`config.mk`:
```
export PLATFORM = sky130hd
export DESIGN_NAME = boot_overlay_ctrl
export DESIGN_NICKNAME = d
export VERILOG_FILES = /design/src/rtl/boot_overlay_ctrl.sv
export SDC_FILE = /design/constraint.sdc
export NUM_CORES = 1
export LEC_CHECK = 0
export BUFFER_PORTS_ARGS = -buffer_cell sky130_fd_sc_hd__buf_2
export CAP_MARGIN = 40
export CORE_MARGIN = 5
export CORE_UTILIZATION = 25
export DETAILED_ROUTE_END_ITERATION = 10
export GPL_TIMING_DRIVEN = 0
export PLACE_DENSITY_LB_ADDON = 0.15
export SLEW_MARGIN = 30
export SYNTH_ARGS = -nofsm -noshare
export SYNTH_HDL_FRONTEND = slang
export SYNTH_SLANG_ARGS = --single-unit
```
`constraint.sdc`:
```
create_clock -name wb_clk_i -period 2.1 [get_ports wb_clk_i]
set_input_delay 0.63 -clock wb_clk_i [delete_from_list [all_inputs] [get_ports wb_clk_i]]
set_output_delay 0.63 -clock wb_clk_i [all_outputs]
set_load 0.005 [all_outputs]
```
`src/rtl/boot_overlay_ctrl.sv`:
```
// Boot ROM overlay controller.
// Registers the CPU read address toward the boot ROM and steers ROM data onto
// the CPU read bus for memory reads inside the boot window. A keyed I/O write
// arms the exit. After a fixed number of further memory reads the overlay
// drops for good, and only reset brings it back.
//
//   state | meaning
//   ------+-------------------------------------------------------------
//   BOOT  | overlay active, waiting for the keyed exit write
//   ARMED | overlay active, counting down drain memory reads
//   RUN   | overlay retired, all reads pass through to external memory
module boot_overlay_ctrl #(
  parameter int unsigned ROM_SIZE    = 170,
  parameter logic [7:0]  EXIT_PORT   = 8'hFE,
  parameter logic [7:0]  EXIT_KEY    = 8'hA5,
  parameter int unsigned DRAIN_READS = 3
) (
  input  logic        wb_clk_i,
  input  logic        rst_n,
  input  logic [14:0] cpu_addr,
  input  logic        cpu_m_io,
  input  logic        cpu_rd,
  input  logic        cpu_wr,
  input  logic [7:0]  cpu_dout,
  output logic [7:0]  cpu_din,
  output logic [7:0]  rom_addr,
  input  logic [7:0]  rom_data,
  input  logic [7:0]  ext_data,
  output logic        ext_sel,
  output logic        boot_active
);

  localparam logic [14:0] ROM_LIMIT  = 15'(ROM_SIZE);
  localparam logic [3:0]  DRAIN_LOAD = 4'(DRAIN_READS);

  typedef enum logic [1:0] {
    S_BOOT  = 2'd0,
    S_ARMED = 2'd1,
    S_RUN   = 2'd2
  } state_t;

  state_t      state_q;
  logic [3:0]  drain_cnt_q;
  logic        boot_active_q;

  logic        rd_q;
  logic        wr_q;
  logic        rd_mem_q, rd_mem_d;
  logic [7:0]  rom_addr_q, rom_addr_d;
  logic        sel_rom_q, sel_rom_d;

  logic        rd_start;
  logic        rd_end;
  logic        wr_start;
  logic        exit_hit;
  logic        in_window;

  assign rd_start = cpu_rd & ~rd_q;
  assign rd_end   = ~cpu_rd & rd_q;
  // A write overlapping a read is illegal; the read wins and the write is dropped.
  assign wr_start = cpu_wr & ~wr_q & ~cpu_rd;

  assign in_window = (cpu_addr < ROM_LIMIT);
  assign exit_hit  = wr_start & ~cpu_m_io & (cpu_addr[7:0] == EXIT_PORT) &
                     (cpu_dout == EXIT_KEY);

  // Strobe history for edge detection.
  always_ff @(posedge wb_clk_i or negedge rst_n) begin
    if (!rst_n) begin
      rd_q <= 1'b0;
      wr_q <= 1'b0;
    end else begin
      rd_q <= cpu_rd;
      wr_q <= cpu_wr;
    end
  end

  // Capture address, overlay select and cycle type at the start of each read.
  always_comb begin
    rom_addr_d = rom_addr_q;
    sel_rom_d  = sel_rom_q;
    rd_mem_d   = rd_mem_q;
    if (rd_start) begin
      rom_addr_d = cpu_addr[7:0];
      sel_rom_d  = cpu_m_io & boot_active_q & in_window;
      rd_mem_d   = cpu_m_io;
    end
  end

  // Read-cycle capture registers; held until the next read starts.
  always_ff @(posedge wb_clk_i or negedge rst_n) begin
    if (!rst_n) begin
      rom_addr_q <= 8'h00;
      sel_rom_q  <= 1'b0;
      rd_mem_q   <= 1'b0;
    end else begin
      rom_addr_q <= rom_addr_d;
      sel_rom_q  <= sel_rom_d;
      rd_mem_q   <= rd_mem_d;
    end
  end

  // Overlay lifecycle: arm on the keyed write, drain on memory-read ends, then retire.
  always_ff @(posedge wb_clk_i or negedge rst_n) begin
    if (!rst_n) begin
      state_q       <= S_BOOT;
      drain_cnt_q   <= 4'd0;
      boot_active_q <= 1'b1;
    end else begin
      case (state_q)
        S_BOOT: begin
          if (exit_hit) begin
            state_q     <= S_ARMED;
            drain_cnt_q <= DRAIN_LOAD;
          end
        end
        S_ARMED: begin
          // The cycle that just ended keeps its data; the new state applies from the next read.
          if (rd_end && rd_mem_q) begin
            if (drain_cnt_q <= 4'd1) begin
              state_q       <= S_RUN;
              drain_cnt_q   <= 4'd0;
              boot_active_q <= 1'b0;
            end else begin
              drain_cnt_q <= drain_cnt_q - 4'd1;
            end
          end
        end
        S_RUN: begin
          state_q       <= S_RUN;
          boot_active_q <= 1'b0;
        end
        default: begin
          state_q       <= S_BOOT;
          drain_cnt_q   <= 4'd0;
          boot_active_q <= 1'b1;
        end
      endcase
    end
  end

  assign rom_addr    = rom_addr_q;
  assign cpu_din     = sel_rom_q ? rom_data : ext_data;
  assign ext_sel     = ~sel_rom_q;
  assign boot_active = boot_active_q;

endmodule

```
==> results.sh <==
export IMPL_drc_errors=0
export IMPL_rsz0062_at_grt="false"
export IMPL_crit_path_max_fanout=10
export IMPL_vias=975
export IMPL_fin_ws_ps=128
export IMPL_synth_edf_count=0
export IMPL_met1_usage_pct=12.4
export IMPL_arrival_ps=1340
export IMPL_leakagePower_nw=0.718
export IMPL_ir_drop_mv=0.320
export IMPL_n_antenna_cell=0
export IMPL_synth_seq_area_share_pct=42.9
export IMPL_core_area_sq_um=4320
export IMPL_cts_buffers=3
export IMPL_grt_busiest_layer="met2"
export IMPL_worst_pin_slew_ps=532
export IMPL_synth_ff_type="dfrtp_1"
export IMPL_die_h_microns=76.7
export IMPL_layout_nets=209
export IMPL_fin_crit_ps=1970
export IMPL_crit_chain="mux2_2 > buf_2"
export IMPL_syn_area_sq_um=1110
export IMPL_die_area_sq_um=5880
export IMPL_hold_violations=0
export IMPL_io_buffer_count=61
export IMPL_use_met2_pct=17.1
export IMPL_crit_path_end_kind="output pin"
export IMPL_gp_congestion=0.764
export IMPL_status="finished, final reports clean"
export IMPL_root_buffer="clkbuf_8"
export IMPL_routedWlPerCell_microns=14.1
export IMPL_antenna_found_initial=0
export IMPL_layout_cells_non_filler=211
export IMPL_worst_path_max_delay_cell="dfrtp_1"
export IMPL_layout_common_cells="buf_2, dfrtp_1, mux2_2, inv_1, ha_1"
export IMPL_setup_viol=0
export IMPL_first_pass_iters=4
export IMPL_clk_pin_slew_ps=70
export IMPL_viasPerCell=4.62
export IMPL_synth_cell_types=34
export IMPL_postCtsResizedCells=0
export IMPL_clockBufferDepth=2
export IMPL_syn_area_per_cell_sq_um=11.7
export IMPL_drt_total_wl_mm=2.97
export IMPL_clock_latency_ps=250
export IMPL_postCtsSetupRepairBufs=0
export IMPL_start_util_pct=25.7
export IMPL_async_flop_share_pct=100
export IMPL_maxCapViolations=0
export IMPL_rows=24
export IMPL_startpoint_type="flip-flop"
export IMPL_die_x_microns=76.7
export IMPL_io_pins=62
export IMPL_grt_pass1_wl_mm=5.02
export IMPL_final_common_cell="buf_2"
export IMPL_ys_ff_latch=19
export IMPL_htreeDepth=1
export IMPL_fill_cells=458
export IMPL_hold_class="primary input to asynchronous set/reset pin"
export IMPL_grt_use_met3_pct=5.04
export IMPL_area_delta_synth_final_pct=37.1
export IMPL_final_layout_size_suffix_gt1_share_pct=56.0
export IMPL_slowest_delay_ps=580
export IMPL_cts_hold_fix_buffers=0
export IMPL_criticalPathCategory="flip-flop to output pin"
export IMPL_grt_max_degree=20
export IMPL_fin_skew_ps=3.12
export IMPL_syn_inst=95
export IMPL_fmax_mhz=507
export IMPL_drv_slew=0
export IMPL_power_mw=0.796
export IMPL_powerDensity_nw_per_um2=522
export IMPL_cts_tree="built"
export IMPL_grt_use_total_pct=10.4
export IMPL_slew_headroom_pct=64.5
export IMPL_crit_required_ps=1470
export IMPL_pre_cts_ws_ps=-81.3
export IMPL_clock_sinks=19
export IMPL_drt_initial_drc_count=9
export IMPL_synth_nets=144
export IMPL_post_place_cells=208
export IMPL_grt_pass1_vias=1034
export IMPL_drtAntennaViolNets=0
export IMPL_grt_overflow_total=0
export IMPL_synth_warnings=0
export IMPL_dp_hpwl_mm=2.52
export IMPL_fin_crit_sh_pct=93.9
metal layers:
metal	wire (microns)	share of wire, %
met1	1300	44
met2	1390	47
met3	267	9.0
met4	10	0.34
met5	0	0
final timing paths:
kind	cells after the start	slack (ps)	to	startpoint
min in group wb_clk_i	1	500	wr_q$_DFF_PN0_	cpu_wr
max	2	130	cpu_din[0]	sel_rom_q$_DFFE_PN0P_
max in group asynchronous	1	1460	boot_active$_DFFE_PN1P_	rst_n
max reg2reg	6	270	state_q[1]$_DFFE_PN0P_	drain_cnt_q[0]$_DFFE_PN0P_
min reg2reg	1	500	rom_addr[5]$_DFFE_PN0P_	rom_addr[5]$_DFFE_PN0P_
min	1	300	rom_addr[1]$_DFFE_PN0P_	rst_n
per-stage QoR:
stage	TNS, ps	util [%]	hold WS (ps)	area, sq um
after floorplan	0	-	334	1110
after global placement	-162	34.3	489	1480
after detailed placement	-207	34.3	490	1480
after CTS	0	35.3	316	1530
after global routing	0	35.3	333	1530
final	0	35.3	302	1530
worst max-delay path, delay by kind of cell (launching register included):
| kind | cells | cell delay, ps |
|---|---|---|
| buffers and inverters | 1 | 130 |
| flip-flops | 1 | 580 |
| multiplexers | 1 | 390 |
where the power goes:
part | internal [mW] | total (mW) | switching, mW
combinational | 0.0824 | 0.139 | 0.0569
clock | 0.132 | 0.251 | 0.120
sequential | 0.393 | 0.405 | 0.0119
layout make-up:
| cell class | count | area (sq um) | share of cell area (%) |
|---|---|---|---|
| Clock inverter | 1 | 5.00 | 0.328 |
| Timing Repair Buffer | 61 | 305 | 20.0 |
| Inverter | 7 | 26.3 | 1.72 |
| Sequential cell | 19 | 477 | 31.3 |
| Multi-Input combinational cell | 67 | 602 | 39.5 |
| Buffer | 1 | 3.75 | 0.246 |
| Clock buffer | 3 | 41.3 | 2.71 |
| Tap cell | 52 | 65.1 | 4.27 |
state kept, by name, indices dropped and copies added, names as in the netlist:
register,count
state_q,2
drain_cnt_q,4
wr_q,1
sel_rom_q,1
rd_q,1
rd_mem_q,1
boot_active,1
rom_addr,8
synthesized netlist by cell type, drive strengths merged, types with 2 or more instances:
cell,instances,area (sq um)
dfrtp,18,450
mux2,18,203
inv,7,26.3
ha,5,62.6
o21ai,5,25.0
a21oi,4,20.0
nand2,4,15.0
nor2,4,15.0
nor3,3,26.3
o31ai,3,36.3
a31oi,2,18.8
clkbuf,2,7.51
nand2b,2,12.5
nand4,2,12.5
o21a,2,15.0
logic make-up after synthesis:
family / after synthesis / share of synthesized area [%]
fa+ha+maj: 5 / 5.62
buf+inv: 9 / 3.04
flops: 19 / 42.9
simple gates: 22 / 14.6
compound gates: 21 / 14.7
mux: 19 / 19.1
(Power assumes the default switching activity.)
